## src/rtl/tt_scan_pkg.sv

```systemverilog
// Shared types and sizes for the truth-table scan checker.
package tt_scan_pkg;

    localparam int N_VEC = 16;
    localparam int IDX_W = 4;
    localparam int CNT_W = 5;

    typedef enum logic [1:0] {
        IDLE   = 2'd0,
        SETTLE = 2'd1,
        SAMPLE = 2'd2,
        DONE   = 2'd3
    } scan_state_t;

    // True in the states where the function under test is being driven with idx.
    function automatic logic drives_vector(input scan_state_t st);
        return (st == SETTLE) || (st == SAMPLE);
    endfunction

endpackage

```

## src/rtl/tt_settle_timer.sv

```systemverilog
// Loadable down-counter holding the per-vector settle wait.
// expire is high while the count reads 1, i.e. in the last settle cycle.
module tt_settle_timer
    import tt_scan_pkg::*;
(
    input  logic             clk,
    input  logic             rst_n,
    input  logic             load,
    input  logic [CNT_W-1:0] value,
    output logic             expire
);

    localparam logic [CNT_W-1:0] CNT_ZERO = {CNT_W{1'b0}};
    localparam logic [CNT_W-1:0] CNT_ONE  = CNT_W'(1);

    logic [CNT_W-1:0] cnt_r;

    // Load on request, otherwise count down and rest at zero.
    always_ff @(posedge clk or negedge rst_n) begin
        if (!rst_n) begin
            cnt_r <= CNT_ZERO;
        end else if (load) begin
            cnt_r <= value;
        end else if (cnt_r != CNT_ZERO) begin
            cnt_r <= cnt_r - CNT_ONE;
        end else begin
            cnt_r <= cnt_r;
        end
    end

    assign expire = (cnt_r == CNT_ONE);

endmodule

```

## config.mk

```make
export PLATFORM = sky130hd
export DESIGN_NAME = tt_settle_timer
export DESIGN_NICKNAME = d
export VERILOG_FILES = /design/src/rtl/tt_scan_pkg.sv /design/src/rtl/tt_settle_timer.sv
export SDC_FILE = /design/constraint.sdc
export NUM_CORES = 1
export LEC_CHECK = 0
export CAP_MARGIN = 20
export CORE_AREA = 5 5 42 44
export DETAILED_ROUTE_END_ITERATION = 8
export DIE_AREA = 0 0 47 49
export GPL_TIMING_DRIVEN = 0
export REMOVE_ABC_BUFFERS = 1
export SYNTH_ARGS = -nofsm -noshare
export SYNTH_HDL_FRONTEND = slang
export SYNTH_SLANG_ARGS = --single-unit
```

## constraint.sdc

```tcl
create_clock -name clk -period 2.5 [get_ports clk]
set_input_delay 0.5 -clock clk [delete_from_list [all_inputs] [get_ports clk]]
set_output_delay 0.5 -clock clk [all_outputs]
set_load 0.1 [all_outputs]
```

==> results.sh, run 1 <==
export IMPL_status="complete, no violations"
export IMPL_synth_top_area_frac=0.413
export IMPL_die_h_um=49
export IMPL_initial_core_util=0.216
export IMPL_reg2regPathDepth=5
export IMPL_hold_viol_final=0
export IMPL_area_growth_pct=40.9
export IMPL_max_freq_ghz=0.447
export IMPL_die_area_sq_um=2300
export IMPL_grt_first_pass_wirelength_um=924
export IMPL_cts_root_buffer="clkbuf_4"
export IMPL_cpMaxStageDelayCell="clkdlybuf4s15_2"
export IMPL_path_cells="inv_1, ha_1, nor4b_1, clkdlybuf4s15_2"
export IMPL_synth_seq_cells=5
export IMPL_crit_path_end_kind="primary output"
export IMPL_grt_usage=0.0594
export IMPL_crit_path_max_incr_delay_ns=0.61
export IMPL_rrSetupSlack_ns=1.00
export IMPL_post_cts_buffers=0
export IMPL_place_ws_ns=-0.0593
export IMPL_clock_latency_ns=0.25
export IMPL_drv_slew=0
export IMPL_cp_max_fo=3
export IMPL_coreArea_sq_um=1400
export IMPL_setup_worst_path_class="register to primary output"
export IMPL_ys_top_cells_by_area="dfrtp_1 41%, ha_1 8.3%, nor4b_4 7.9%"
export IMPL_setup_violations=0
export IMPL_via_count=237
export IMPL_antenna_left=0
export IMPL_die_w_um=47
export IMPL_cts_tree="done"
export IMPL_nets=51
export IMPL_avgSynthCellArea_sq_um=10.4
export IMPL_avgRoutedWirePerCell_um=9.46
export IMPL_fin_skew_ns=0.00534
export IMPL_cts_hold_fix_buffers=0
export IMPL_viasPerCell=4.23
export IMPL_largest_register="cnt_r"
export IMPL_wirelength_um=530
export IMPL_synth_cell_types=13
export IMPL_tns_ns=0
export IMPL_layout_drive_gt1_share=0.175
export IMPL_largest_register_ffs=5
export IMPL_n_fill_cell=161
export IMPL_clockBufferDepth=2
export IMPL_grt_max_degree=10
export IMPL_htree_levels=1
export IMPL_antenna_cells=0
export IMPL_post_synth_inst_count=29
export IMPL_start_kind="register"
export IMPL_cts_sinks=5
export IMPL_cap_violations=0
export IMPL_gp_congestion=0.733
export IMPL_drc=0
export IMPL_antenna_found_initial=0
export IMPL_yosysTopAreaCell="dfrtp_1"
export IMPL_power_density_nw_per_um2=707
export IMPL_post_route_period_util=0.894
export IMPL_timing_rr_end="cnt_r[1]"
export IMPL_leakagePower_nw=0.172
export IMPL_hpwl_um=450
export IMPL_fin_util=0.304
export IMPL_drt_iter0_markers=0
export IMPL_dr_pass1_iters=1
export IMPL_min_period_ns=2.23
export IMPL_yosysSeqAreaShare=0.413
export IMPL_grt_pass1_vias=231
export IMPL_grt_setup_unrepaired="false"
export IMPL_tightest_slew_ns=0.544
export IMPL_hp_class="primary input to asynchronous set/reset pin"
export IMPL_yosysWarnings=0
export IMPL_pin_count=9
export IMPL_reg_largest_list="cnt_r x5"
export IMPL_cts_made_buffers=3
export IMPL_cp_arrival_ns=1.73
export IMPL_rows=14
export IMPL_cp_required_ns=2.00
export IMPL_grt_overflow=0
export IMPL_clk_pin_slew_worst_paths_ns=0.05
export IMPL_timing_final_ws_setup_ns=0.265
export IMPL_relSlewSlack=0.639
export IMPL_synth_area_sq_um=303
export IMPL_ir_worst_vdd_mv=0.289
export IMPL_port_buffers=8
export IMPL_timing_rr_start="cnt_r[0]"
==> logic make-up (layout without fill, tap and decap cells) <==
| logic type | count (synthesis) | count (layout) | share of synthesized area |
|---|---|---|---|
| xor+xnor | 2 | 2 | 0.0579 |
| compound gates | 6 | 6 | 0.116 |
| flops | 5 | 5 | 0.413 |
| fa+ha+maj | 2 | 2 | 0.0826 |
| mux | 3 | 3 | 0.107 |
| simple gates | 7 | 7 | 0.174 |
| buf+inv | 4 | 15 | 0.0496 |
==> through the flow <==
stage / total power [W] / std cells / hold WS (ns) / cell area, sq um
2_1_floorplan: 0.000181 / 28 / 0.204 / 299
3_3_place_gp: 0.000209 / 52 / 0.609 / 399
3_5_place_dp: 0.000210 / 52 / 0.610 / 399
4_1_cts: 0.000309 / 56 / 0.482 / 427
5_1_grt: 0.000326 / 56 / 0.489 / 427
6_report: 0.000302 / 56 / 0.479 / 427
==> power by group <==
group	switching (W)	internal [W]
combinational	0.0000422	0.0000487
sequential	0.0000190	0.0000967
clock	0.0000349	0.0000604
total	0.0000961	0.000206
==> routing by layer <==
layer | share of wire | track usage
met1 | 0.43 | 0.0644
met5 | 0 | 0
met2 | 0.45 | 0.0769
met4 | 0.040 | 0.0553
met3 | 0.079 | 0.0332
==> worst max-delay path: cells and delay by family, from the launching register on <==
kind,cells,cell delay (ns)
fa+ha+maj,1,0.14
buf+inv,2,0.70
simple gates,1,0.28
flops,1,0.37
==> cell type report <==
type	count	area, sq um	area share
timing repair buffer	8	81.3	0.191
clock buffer	4	26.3	0.0616
inverter	3	11.3	0.0264
tap	16	20.0	0.0469
sequential	5	125	0.293
multi-input combinational	20	163	0.381
==> worst max path at each step <==
stage                   from     end  slack, ns  cells after the start
global route        cnt_r[1]  expire       0.20                      4
CTS                 cnt_r[1]  expire       0.25                      4
global placement    cnt_r[1]  expire     -0.007                      4
floorplan           cnt_r[1]  expire      -1.65                      3
detailed placement  cnt_r[1]  expire      -0.06                      4
finish              cnt_r[1]  expire       0.27                      4
==> placed cells by master, fill, tap and decap left out <==
cell type,synthesis,routed
clkbuf_1,0,1
clkbuf_4,0,3
clkdlybuf4s15_2,0,1
clkdlybuf4s50_1,0,7
dfrtp_1,5,5
ha_1,2,2
inv_1,3,3
mux2_2,2,2
mux2i_1,1,1
nand2_1,4,4
nor3_1,1,1
nor4b_1,1,1
nor4b_4,1,1
o21ai_0,4,4
o31ai_1,2,2
xnor2_1,2,2
==> synth_stat cells, drive strengths merged <==
cell type	number
nor3	1
nor4b	2
o31ai	2
buf	1
ha	2
inv	3
nand2	4
mux2i	1
dfrtp	5
o21ai	4
xnor2	2
mux2	2
==> timing repair <==
| item | 4_1_cts | 5_1_grt |
|---|---|---|
| endpoints found under the setup margin | 1 | 0 |
| gates resized for setup | 4 | 0 |
| hold endpoints to repair | 0 | 0 |
Note: power is estimated with default switching activity, not from simulation.
==> inputs of run 2 (changes only) <==
--- a/config.mk
+++ b/config.mk
@@ -5,12 +5,12 @@
 export SDC_FILE = /design/constraint.sdc
 export NUM_CORES = 1
 export LEC_CHECK = 0
-export CAP_MARGIN = 20
 export CORE_AREA = 5 5 42 44
 export DETAILED_ROUTE_END_ITERATION = 8
 export DIE_AREA = 0 0 47 49
 export GPL_TIMING_DRIVEN = 0
 export REMOVE_ABC_BUFFERS = 1
+export SKIP_LAST_GASP = 1
 export SYNTH_ARGS = -nofsm -noshare
 export SYNTH_HDL_FRONTEND = slang
 export SYNTH_SLANG_ARGS = --single-unit
==> results of run 2 <==
Final layout, timing and power as in run 1 (identical DEF).
==> inputs of run 3 (changes only) <==
--- a/config.mk
+++ b/config.mk
@@ -8,9 +8,10 @@
 export CORE_AREA = 5 5 42 44
 export DETAILED_ROUTE_END_ITERATION = 8
 export DIE_AREA = 0 0 47 49
-export GPL_TIMING_DRIVEN = 0
+export GPL_TIMING_DRIVEN = 1
 export REMOVE_ABC_BUFFERS = 1
 export SKIP_LAST_GASP = 1
+export SLEW_MARGIN = 10
 export SYNTH_ARGS = -nofsm -noshare
 export SYNTH_HDL_FRONTEND = slang
 export SYNTH_SLANG_ARGS = --single-unit
==> run 3 against run 2 <==
Effect of this change: setup slack better by 0.20 ns; wire length is 0.57% higher; non-clock buffer count stayed put; critical path depth stayed put.
==> results.sh, run 3 (synthesis gave the netlist of run 1 again) <==
export IMPL_final_common_cell="clkdlybuf4s50_1"
export IMPL_gp_congestion=0.681
export IMPL_dp_cells=52
export IMPL_clock_latency_ns=0.24
export IMPL_fin_skew_ns=0.00119
export IMPL_post_cts_buffers=0
export IMPL_cts_root_buffer="clkbuf_4"
export IMPL_cts_made_buffers=3
export IMPL_crit_path_end_kind="primary output"
export IMPL_cts_sinks=5
export IMPL_pin_count=9
export IMPL_layout_cells_most_common_list="7 x clkdlybuf4s50_1, 5 x dfrtp_1, 4 x nand2_1, 4 x o21ai_0"
export IMPL_crit_path_max_incr_delay_ns=0.45
export IMPL_die_w_um=47
export IMPL_cp_required_ns=2.00
export IMPL_clockBufferDepth=2
export IMPL_grt_usage=0.0574
export IMPL_largest_register_ffs=5
export IMPL_wirelength_um=533
export IMPL_drt_iter0_markers=1
export IMPL_hp_class="primary input to asynchronous set/reset pin"
export IMPL_design_area_sq_um=435
export IMPL_leakagePower_nw=0.176
export IMPL_rows=14
export IMPL_port_buffers=8
export IMPL_avgRoutedWirePerCell_um=9.52
export IMPL_hold_viol_final=0
export IMPL_dr_pass1_iters=2
export IMPL_reg_largest_list="cnt_r x5"
export IMPL_min_period_ns=2.04
export IMPL_dpl_cell_area_sq_um=409
export IMPL_cap_violations=0
export IMPL_cts_resized=0
export IMPL_finalNonFillerCells=56
export IMPL_nets=51
export IMPL_grt_pass1_vias=214
export IMPL_viasPerCell=4.27
export IMPL_largest_register="cnt_r"
export IMPL_initial_core_util=0.216
export IMPL_power_density_nw_per_um2=702
export IMPL_cp_max_fo=3
export IMPL_clk_pin_slew_worst_paths_ns=0.04
export IMPL_busiest_layer="met1"
export IMPL_htree_levels=1
export IMPL_antenna_found_initial=0
export IMPL_drc=0
export IMPL_post_route_period_util=0.815
export IMPL_area_growth_pct=43.8
export IMPL_met2_usage=0.0656
export IMPL_n_fill_cell=158
export IMPL_grt_max_degree=10
export IMPL_path_cells="inv_1, ha_1, nor4b_1, buf_12"
export IMPL_p_total_w=0.000306
export IMPL_layout_drive_gt1_share=0.175
export IMPL_coreArea_sq_um=1400
export IMPL_start_kind="register"
export IMPL_ir_worst_vdd_mv=0.269
export IMPL_status="complete, no violations"
export IMPL_die_h_um=49
export IMPL_setup_violations=0
export IMPL_cp_arrival_ns=1.54
export IMPL_hold_ws_ns=0.479
export IMPL_drv_slew=0
export IMPL_antenna_left=0
export IMPL_cts_tree="done"
export IMPL_tns_ns=0
export IMPL_max_freq_ghz=0.491
export IMPL_cts_hold_fix_buffers=0
export IMPL_grt_overflow=0
export IMPL_setup_worst_path_class="register to primary output"
export IMPL_cpMaxStageDelayCell="nor4b_1"
export IMPL_via_count=239
export IMPL_antenna_cells=0
export IMPL_grt_setup_unrepaired="false"
export IMPL_grt_met3_usage=0.0221
export IMPL_die_area_sq_um=2300
export IMPL_relSlewSlack=0.637
export IMPL_tightest_slew_ns=0.537
export IMPL_grt_use_met1=0.0761
export IMPL_grt_first_pass_wirelength_um=855
[run 3: cell types whose count changed in the layout (fill, tap and decap cells not counted), sizes merged]
cell and change:
buf +1, clkdlybuf4s15 -1
[run 3: final timing paths]
check                           startpoint  endpoint  slack (ns)  depth (start not counted)
worst max-delay path              cnt_r[1]    expire        0.46                          4
worst min-delay path                 rst_n  cnt_r[1]        0.48                          1
worst max register to register    cnt_r[0]  cnt_r[1]        0.95                          5
worst min register to register    cnt_r[4]  cnt_r[4]        0.62                          2
max in group asynchronous            rst_n  cnt_r[3]        1.83                          1
min in group clk                  cnt_r[4]  cnt_r[4]        0.62                          2
[run 3: report_power, final]
group          switching [W]  internal, W
Clock              0.0000323    0.0000603
Combinational      0.0000457    0.0000519
Sequential         0.0000185    0.0000967
[run 3: layout make-up]
type | instances | area [sq um] | share of cell area
Sequential cell | 5 | 125 | 0.287
Timing Repair Buffer | 8 | 90.1 | 0.207
Tap cell | 16 | 20.0 | 0.0460
Clock buffer | 4 | 26.3 | 0.0603
Multi-Input combinational cell | 20 | 163 | 0.374
Inverter | 3 | 11.3 | 0.0259
[run 3: worst max-delay path, delay by kind of cell, from the launching register on]
kind	cells	cell delay (ns)
and+or+nand+nor	1	0.45
adders and majority gates	1	0.14
buffers and inverters	2	0.34
DFF	1	0.37
[run 3: metrics by stage]
step,util,setup slack [ns]
floorplan,-,-1.65
global placement,0.292,0.726
detailed placement,0.292,0.719
CTS,0.311,0.442
global route,0.311,0.287
finish,0.311,0.463
[run 3: metal layers]
layer	vias to the layer above	share of wire
met5	-	0
met4	0	0.028
met3	2	0.071
met2	7	0.43
met1	109	0.47
li1	121	-
